## src/rtl/line_clear.sv

```systemverilog
// line_clear -- post-lock row-clear stage.
// Scans the settled board bottom to top, drops every completely filled row,
// slides the surviving rows down in their original order, then zero-fills the
// vacated rows at the top. It reports the compacted board, the rows removed by
// this operation and a saturating running total.
// Optional feature macro: LINE_CLEAR_SCORE_EN adds a saturating 24-bit
// level-0 score accumulator and the o_score port.
module line_clear #(
   parameter int ROWS = 20,
   parameter int COLS = 10
) (
   input  logic                   i_clk,
   input  logic                   i_rst_n,
   input  logic                   i_start,
   input  logic [ROWS*COLS-1:0]   i_board_in,
   output logic                   o_busy,
   output logic                   o_done,
   output logic [ROWS*COLS-1:0]   o_board_out,
   output logic [4:0]             o_lines_cleared,
   output logic [15:0]            o_total_lines
`ifdef LINE_CLEAR_SCORE_EN
   ,
   output logic [23:0]            o_score
`endif
);

   // Row pointers only need to address ROWS entries.
   localparam int PW = (ROWS > 1) ? $clog2(ROWS) : 1;
   localparam logic [PW-1:0] LAST_ROW = PW'(ROWS - 1);

   typedef enum logic [1:0] {
      S_IDLE = 2'd0,
      S_SCAN = 2'd1,
      S_FILL = 2'd2,
      S_DONE = 2'd3
   } state_t;

   state_t                        r_state;
   state_t                        w_state_next;
   logic [PW-1:0]                 r_rptr;
   logic [PW-1:0]                 w_rptr_next;
   logic [PW-1:0]                 r_wptr;
   logic [PW-1:0]                 w_wptr_next;
   logic [4:0]                    r_cnt;
   logic [4:0]                    w_cnt_next;

   // Working board, one packed element per row; element r sits at bits
   // [r*COLS +: COLS] when flattened, matching the bus layout.
   logic [ROWS-1:0][COLS-1:0]     r_work;
   logic [ROWS-1:0][COLS-1:0]     w_work_next;

   logic [COLS-1:0]               w_rd_row;
   logic                          w_row_full;
   logic                          w_enter_done;
   logic                          w_load;

   logic                          r_busy;
   logic                          r_done;
   logic [ROWS*COLS-1:0]          r_board_out;
   logic [4:0]                    r_lines_cleared;
   logic [15:0]                   r_total_lines;
   logic [16:0]                   w_total_sum;
   logic [15:0]                   w_total_next;

   // Row currently being inspected and whether it is completely filled.
   assign w_rd_row   = r_work[r_rptr];
   assign w_row_full = &w_rd_row;
   assign w_load     = (r_state == S_IDLE) && i_start;

   // State register and scan bookkeeping.
   always_ff @(posedge i_clk or negedge i_rst_n) begin
      if (!i_rst_n) begin
         r_state <= S_IDLE;
         r_rptr  <= '0;
         r_wptr  <= '0;
         r_cnt   <= '0;
      end else begin
         r_state <= w_state_next;
         r_rptr  <= w_rptr_next;
         r_wptr  <= w_wptr_next;
         r_cnt   <= w_cnt_next;
      end
   end

   // Next-state and pointer logic: one row per cycle in SCAN, one zeroed row
   // per cycle in FILL. wptr is left equal to cnt-1 after SCAN, so FILL runs
   // exactly cnt cycles.
   always_comb begin
      w_state_next = r_state;
      w_rptr_next  = r_rptr;
      w_wptr_next  = r_wptr;
      w_cnt_next   = r_cnt;
      case (r_state)
         S_IDLE: begin
            if (i_start) begin
               w_state_next = S_SCAN;
               w_rptr_next  = LAST_ROW;
               w_wptr_next  = LAST_ROW;
               w_cnt_next   = '0;
            end
         end
         S_SCAN: begin
            w_rptr_next = r_rptr - PW'(1);
            if (w_row_full) begin
               w_cnt_next = r_cnt + 5'd1;
            end else begin
               w_wptr_next = r_wptr - PW'(1);
            end
            if (r_rptr == '0) begin
               w_state_next = (w_cnt_next == '0) ? S_DONE : S_FILL;
            end
         end
         S_FILL: begin
            if (r_wptr == '0) begin
               w_state_next = S_DONE;
            end else begin
               w_wptr_next = r_wptr - PW'(1);
            end
         end
         S_DONE: begin
            w_state_next = S_IDLE;
         end
         default: begin
            w_state_next = S_IDLE;
         end
      endcase
   end

   // DONE is only ever entered from SCAN or FILL, so this is the entry edge.
   assign w_enter_done = (w_state_next == S_DONE);

   // Per-row next value: load on start, copy a surviving row down in SCAN,
   // clear the vacated rows in FILL, otherwise hold.
   generate
      for (genvar gi = 0; gi < ROWS; gi++) begin : g_row
         logic w_sel;
         assign w_sel = (r_wptr == PW'(gi));
         assign w_work_next[gi] =
            w_load                                      ? i_board_in[gi*COLS +: COLS] :
            ((r_state == S_SCAN) && !w_row_full && w_sel) ? w_rd_row :
            ((r_state == S_FILL) && w_sel)               ? {COLS{1'b0}} :
                                                           r_work[gi];
      end
   endgenerate

   // Working board register.
   always_ff @(posedge i_clk or negedge i_rst_n) begin
      if (!i_rst_n) begin
         r_work <= '0;
      end else begin
         r_work <= w_work_next;
      end
   end

   // Running line total saturates rather than wrapping.
   assign w_total_sum  = {1'b0, r_total_lines} + {12'd0, w_cnt_next};
   assign w_total_next = w_total_sum[16] ? 16'hFFFF : w_total_sum[15:0];

   // Registered result outputs, captured on the edge that enters DONE so they
   // include the final row written in that same cycle.
   always_ff @(posedge i_clk or negedge i_rst_n) begin
      if (!i_rst_n) begin
         r_busy          <= 1'b0;
         r_done          <= 1'b0;
         r_board_out     <= '0;
         r_lines_cleared <= '0;
         r_total_lines   <= '0;
      end else begin
         r_busy <= (w_state_next != S_IDLE);
         r_done <= w_enter_done;
         if (w_enter_done) begin
            r_board_out     <= w_work_next;
            r_lines_cleared <= w_cnt_next;
            r_total_lines   <= w_total_next;
         end
      end
   end

   assign o_busy          = r_busy;
   assign o_done          = r_done;
   assign o_board_out     = r_board_out;
   assign o_lines_cleared = r_lines_cleared;
   assign o_total_lines   = r_total_lines;

`ifdef LINE_CLEAR_SCORE_EN
   logic [23:0] r_score;
   logic [24:0] w_score_sum;
   logic [23:0] w_score_next;

   // Level-0 points for a clear of cnt rows; four or more is a tetris.
   function automatic logic [10:0] f_points(input logic [4:0] cnt);
      case (cnt)
         5'd0:    f_points = 11'd0;
         5'd1:    f_points = 11'd40;
         5'd2:    f_points = 11'd100;
         5'd3:    f_points = 11'd300;
         default: f_points = 11'd1200;
      endcase
   endfunction

   assign w_score_sum  = {1'b0, r_score} + {14'd0, f_points(w_cnt_next)};
   assign w_score_next = w_score_sum[24] ? 24'hFFFFFF : w_score_sum[23:0];

   // Score accumulator, updated together with the other results.
   always_ff @(posedge i_clk or negedge i_rst_n) begin
      if (!i_rst_n) begin
         r_score <= '0;
      end else if (w_enter_done) begin
         r_score <= w_score_next;
      end
   end

   assign o_score = r_score;
`endif

endmodule

```

## config.mk

```make
export PLATFORM = sky130hd
export DESIGN_NAME = line_clear
export DESIGN_NICKNAME = d
export VERILOG_FILES = /design/src/rtl/line_clear.sv
export SDC_FILE = /design/constraint.sdc
export NUM_CORES = 1
export LEC_CHECK = 0
export ABC_AREA = 1
export CORE_MARGIN = 1.5
export CORE_UTILIZATION = 48
export CTS_BUF_LIST = sky130_fd_sc_hd__clkbuf_4 sky130_fd_sc_hd__clkbuf_8 sky130_fd_sc_hd__clkbuf_16
export CTS_CLUSTER_SIZE = 8
export DETAILED_ROUTE_END_ITERATION = 8
export PLACE_DENSITY_LB_ADDON = 0.12
export SYNTH_ARGS = -nofsm -noshare
export SYNTH_HDL_FRONTEND = slang
export SYNTH_SLANG_ARGS = --single-unit
```

## constraint.sdc

```tcl
create_clock -name i_clk -period 4.1 [get_ports i_clk]
set_input_delay 0.615 -clock i_clk [delete_from_list [all_inputs] [get_ports i_clk]]
set_output_delay 0.615 -clock i_clk [all_outputs]
set_load 0.02 [all_outputs]
```

Word level (Yosys, flattened, before mapping). Index checks and enable logic that the tools add are counted.

Reduce and logical (&&, ||, !) cells: 53. Order comparisons: 1. Muxes and demuxes: 77. Equal/unequal tests: 26. Add/sub/neg operators: 4.

Operators with widths (count): $mux W10 (61); $bmux W10 S5 (1); $logic_and A1 B1 Y1 (42); $eq A5 B4 Y1 const B (8); $mux W5 (6); $eq A5 B3 Y1 const B (4); $eq A5 B5 Y1 const B (4); $pmux W5 S2 (2); $add A16 B5 Y17 (1); $mux W16 (1); $logic_not A5 Y1 (3); $pmux W5 S3 (1); $eq A5 B2 Y1 const B (2); $reduce_and A10 Y1 (1); $sub A5 B1 Y5 const B (2); $pmux W2 S4 (1); $eq A2 B2 Y1 const B (3); $lt A5 B6 Y1 const B (1); $mux W2 (3); $ne A2 B2 Y1 const B (3); $add A5 B1 Y5 const B (1); $eq A5 B1 Y1 const B (1); $reduce_and A4 Y1 (1); $reduce_bool A2 Y1 (2); 6 further kinds (6).

Input port bits: 203. Bits in registers: 440.

Depth between registers and ports, before layout.
Depth in word-level cells: 10. Mapped depth: 35.

Worst setup path after synthesis. No wires, ideal clock.

Path type: register to register. From: reg r_rptr[0]. To: reg r_total_lines[14] (netlist: o_total_lines[14]). Period minus slack after synthesis: 4.193 ns. Path buffers: 3. Setup time: 0.118 ns. Arrival time: 4.076 ns. Stages on the path, launching flop included: 35. Setup slack: -0.093 ns. Cell sequence: dfrtp_1 > buf_6 > buf_6 > buf_4 > nand2_1 > nand2_1 > o21ai_0 > nand2_1 > nand2_1 > inv_2 > nand2_1 > nand2_1 > nand2_1 > nand3_1 > nor2_1 > nand3_1 > nand2_1 > nand2_1 > o21ai_0 > ha_1 > inv_1 > fa_1 > o21ai_0 > nand2_1 > a21oi_1 > inv_1 > nor3_1 > inv_1 > nor2_1 > inv_1 > nor3_1 > nand3_1 > o21a_1 > nand4_1 > nand2_1.

Elaborated cells between the ends (all ways): 14.

RTL lines: from (decl) (RTL line 40) `logic [PW-1:0] r_rptr;`; from (signal assigned) (RTL line 79) `r_rptr <= w_rptr_next;`; $bmux W10 S5 (RTL line 66) `assign w_rd_row = r_work[r_rptr];`; $mux W10 (not written as such) (RTL line 66); $reduce_and A10 Y1 (RTL line 67) `assign w_row_full = &w_rd_row;`; $mux W5 (RTL line 104) `if (w_row_full) begin`; $mux W5 (RTL line 93) `case (r_state)`; $pmux W5 S2 (RTL line 93); via w_cnt_next[0] (RTL line 45) `logic [4:0] w_cnt_next;`; $add A16 B5 Y17 (RTL line 156) `assign w_total_sum = {1'b0, r_total_lines} + {12'd0, w_cnt_next};`; $mux W16 (RTL line 157) `assign w_total_next = w_total_sum[16] ? 16'hFFFF : w_total_sum[15:0];`; to (signal assigned) (RTL line 174) `r_total_lines <= w_total_next;`; to (decl) (RTL line 61) `logic [15:0] r_total_lines;`.

The timed path passes the listed nets, and every way through them passes these cells. The select of a mux whose other input is x is not followed. A chain may end at the register's enable or synchronous reset.

Final worst setup path. Ends and elaborated chain as after synthesis.

==> metrics.md <==
| Metric | Value |
|---|---|
| Final Hold Fails | `0` |
| Peak VDD IR | `~0.81 mV` |
| RSZ-0062 raised after global routing | `yes` |
| Synth Instances | `between 3000 and 4000` |
| Fin worst setup slack | `-188 ps` |
| Synth area leader | `dfrtp_1` |
| Leakage Power | `15.2 nW` |
| Residual DRC | `0` |
| Yosys reg bits | `440` |
| Worst path arrival time | `around 4800 ps` |
| Net Sw Frac | `~48%` |
| Synth top area share | `47.2%` |
| Slew @ Worst Pin | `~1100 ps` |
| Worst r2r dst | `o_total_lines[14]` |
| Largest net degree at the start of global routing | `180` |
| CTS Buffer Depth | `3` |
| Layout cell share with drive strength beyond 1 | `roughly 10%` |
| Highest metal used | `met5` |
| Reg clk slew, reported paths | `about 60 ps` |
| Global route total overflow | `0` |
| Routed wl met2 | `41300 um` |
| Vias in the first global route | `23300` |
| Syn_nets | `around 3300` |
| Drt wl/cell | `approximately 22 um` |
| GP Congestion | `roughly 0.95` |
| Syn. warnings | `0` |
| Crit-path max FO | `12` |
| Htree depth | `2` |
| Psw | `12.8 mW` |
| Failing checks | `negative setup slack` |
| Unique masters post-synth | `38` |
| Skew final | `21.1 ps` |
| # clock sinks | `440` |
| Area delta synth->final | `32.4%` |
| Status | `finished with violations` |
| Antenna-violating nets left | `0` |
| Worst slew margin | `25.6%` |
| R2r setup slk | `-190 ps` |
| Global-route wire length before repair | `136000 um` |
| Clock power share | `16.8%` |
| Crit start category | `flip-flop` |
| Drt via density | `5.85` |
| Max incr delay on CP | `approximately 540 ps` |
| Final worst path period share | `105%` |
| Min-delay worst type | `input port to asynchronous set/reset pin` |
| Nets | `around 3700` |
| Core area | `47800 um2` |
| Slew Viols, Final | `0` |
| Sequential Power Share | `between 20% and 30%` |
| Post-synth ARST share | `100%` |
| Syn Area/Cell | `between 7 and 8 um2` |
| Rows | `80` |
| Sequential area share after synthesis | `a little under half` |
| Synth top area cells | `dfrtp_1 47%, nand2_1 19%, nand4_1 6.0%` |
| Initial antenna violation count | `2` |
| Number of flops mapped to enable cells by yosys | `0` |
| Fin Setup TNS | `-2440 ps` |
| IO buf count | `between 400 and 500` |
| Met1 wire length | `37300 um` |
| Fin crit period | `roughly 4300 ps` |
| Critical-path top delay cell | `dfrtp_4` |
| Total GRT Usage | `a little over a third` |
| Top-Level Pins | `around 430` |
| Met3 Wirelength | `~6600 um` |
| Fraction of power consumed by combinational cells | `between 50% and 60%` |
| Clk Latency, worst-skew pair | `roughly 630 ps` |
| Setup-failing EPs final | `16` |
| TritonCTS clock tree | `done` |
| CP Class | `flip-flop to flip-flop` |
| P per Cell Area | `863 nW/um2` |
| TritonCTS Buffers | `between 60 and 70` |
| WHS | `37.0 ps` |
| Initial Util | `48.7%` |
| CP endpoint | `o_total_lines[14]` |
| Worst Path Required | `4600 ps` |
| Die area | `roughly 50000 um2` |
| CP most frequent cell | `nand2_2` |
| Max Cap Violations | `0` |
| Int Power | `roughly 14 mW` |
| DIE WIDTH | `about 220 um` |
| Clock root buffer | `clkbuf_16` |
| Main flop type after synthesis | `dfrtp_1` |
| Fmax achieved | `233 MHz` |
| DR vias | `roughly 24000` |
| R2R depth | `31` |
| DRT iter0 DRCs | `approximately 2500` |
| Netlist Area Pre-Place | `about 23000 um2` |
| DR pass1 iterations | `6` |
| Chip height | `about 220 um` |
| Post-DP HPWL | `~60000 um` |
| Worst Setup End Kind | `flip-flop` |
| Aggregate routed wire length | `88500 um` |
| Critical path origin | `r_rptr[0]` |
| RR Startpoint | `r_rptr[0]` |
## cell usage after synthesis (3+ instances only)
| library cell | count |
|---|---|
| nand2_1 | 1197 |
| dfrtp_1 | 440 |
| inv_1 | 262 |
| o21ai_0 | 242 |
| nand4_1 | 223 |
| o211ai_1 | 178 |
| clkbuf_1 | 124 |
| nand3_1 | 117 |
| nor2_1 | 78 |
| buf_2 | 73 |
| a21oi_1 | 29 |
| buf_4 | 25 |
| o21ai_1 | 25 |
| ha_1 | 16 |
| nor3_1 | 12 |
| buf_1 | 11 |
| buf_6 | 9 |
| xor2_1 | 7 |
| a31oi_1 | 5 |
| nand3b_1 | 3 |
## timing repair
item                                    4_1_cts  5_1_grt
setup buffers                                10        8
endpoints found under the setup margin       16      235
resized for setup                            59      130
hold buffers                                  0        0
cloned                                        5        1
pin swaps                                    12       61
endpoints found under the hold margin         0        0
## worst max-delay path, delay by kind of cell, from the launching register on
kind	cells	cell delay, ps
AOI/OAI and AO/OA	6	840
adders and majority gates	1	290
buffers and inverters	8	890
DFF	1	540
and+or+nand+nor	16	1590
## power by group through the flow
| stage | sequential, mW | clock [mW] | combinational, mW |
|---|---|---|---|
| 3_3_place_gp | 7.19 | 0 | 13.7 |
| 6_report | 7.19 | 4.46 | 15.0 |
| 5_1_grt | 7.35 | 4.69 | 16.1 |
| 3_5_place_dp | 7.19 | 0 | 13.8 |
| 4_1_cts | 7.17 | 4.51 | 14.3 |
| 2_1_floorplan | 7.92 | 0 | 7.04 |
## area by class of cell
cell class	instances	area (um2)
Tap cell	615	769
Clock inverter	4	50.0
Sequential cell	440	11000
Fill cell	4165	17000
Antenna cell	1	2.50
Inverter	268	1030
Clock buffer	63	1550
Multi-Input combinational cell	2154	10800
Timing Repair Buffer	548	5690
## kinds of logic after synthesis
family                     synth area share, %
AOI/OAI and AO/OA                         12.5
DFF                                       47.2
and+or+nand+nor                           29.7
adders and majority gates                0.944
xor gates and xnor gates                 0.300
buffers and inverters                     9.31
## through the flow
stage                     instances  area [um2]  total power [mW]  utilization, %  worst slack [ps]
after floorplan                3104       23300              15.0               -              53.8
after global placement         4004       28400              20.9            59.3              -378
after detailed placement       4004       28400              21.0            59.3              -409
after CTS                      4086       30400              26.0            63.6             -47.7
after global routing           4092       30900              28.1            64.5              -482
final                          4093       30900              26.6            64.5              -188
## metal layers
| layer | track usage, % | up-vias |
|---|---|---|
| met5 | 0 | - |
| met4 | 13.1 | 2 |
| met1 | 48.2 | 11600 |
| met3 | 5.70 | 213 |
| met2 | 55.5 | 1155 |
| li1 | - | 10900 |
## state kept, by name (all words and copies together), names as in the netlist
name	count
r_cnt	5
o_board_out	200
r_wptr	5
o_busy	1
r_rptr	5
o_total_lines	16
r_work	200
o_lines_cleared	5
r_state	2
o_done	1
## how the worst min path moves through the flow
| stage | startpoint | end | slack, ps | cells after the start |
|---|---|---|---|---|
| after global routing | i_rst_n | o_board_out[102] | 100 | 1 |
| after floorplan | i_rst_n | o_board_out[0] | 320 | 0 |
| after detailed placement | o_board_out[155] | o_board_out[155] | 460 | 2 |
| after CTS | i_rst_n | o_board_out[105] | 90 | 1 |
| after global placement | o_board_out[66] | o_board_out[66] | 460 | 2 |
| final | i_rst_n | o_board_out[102] | 40 | 1 |
## placed cells by master (no fill, tap or decap), types with 4 or more instances in the layout
cell type / count
o211ai_1: 178
nand3_1: 84
nand2_4: 11
clkdlybuf4s50_1: 424
a21oi_2: 4
nand2_2: 66
a21oi_1: 25
nor3_1: 9
xor2_1: 7
inv_1: 257
o21ai_0: 232
nand4_1: 223
clkbuf_16: 62
dfrtp_1: 438
a31oi_1: 5
buf_4: 80
nand2_1: 1121
nand3_2: 33
inv_2: 7
buf_12: 31
nor2_1: 72
buf_6: 6
ha_1: 13
nor2_4: 6
o21ai_1: 31
No activity file was read; power rests on OpenSTA's default activity.
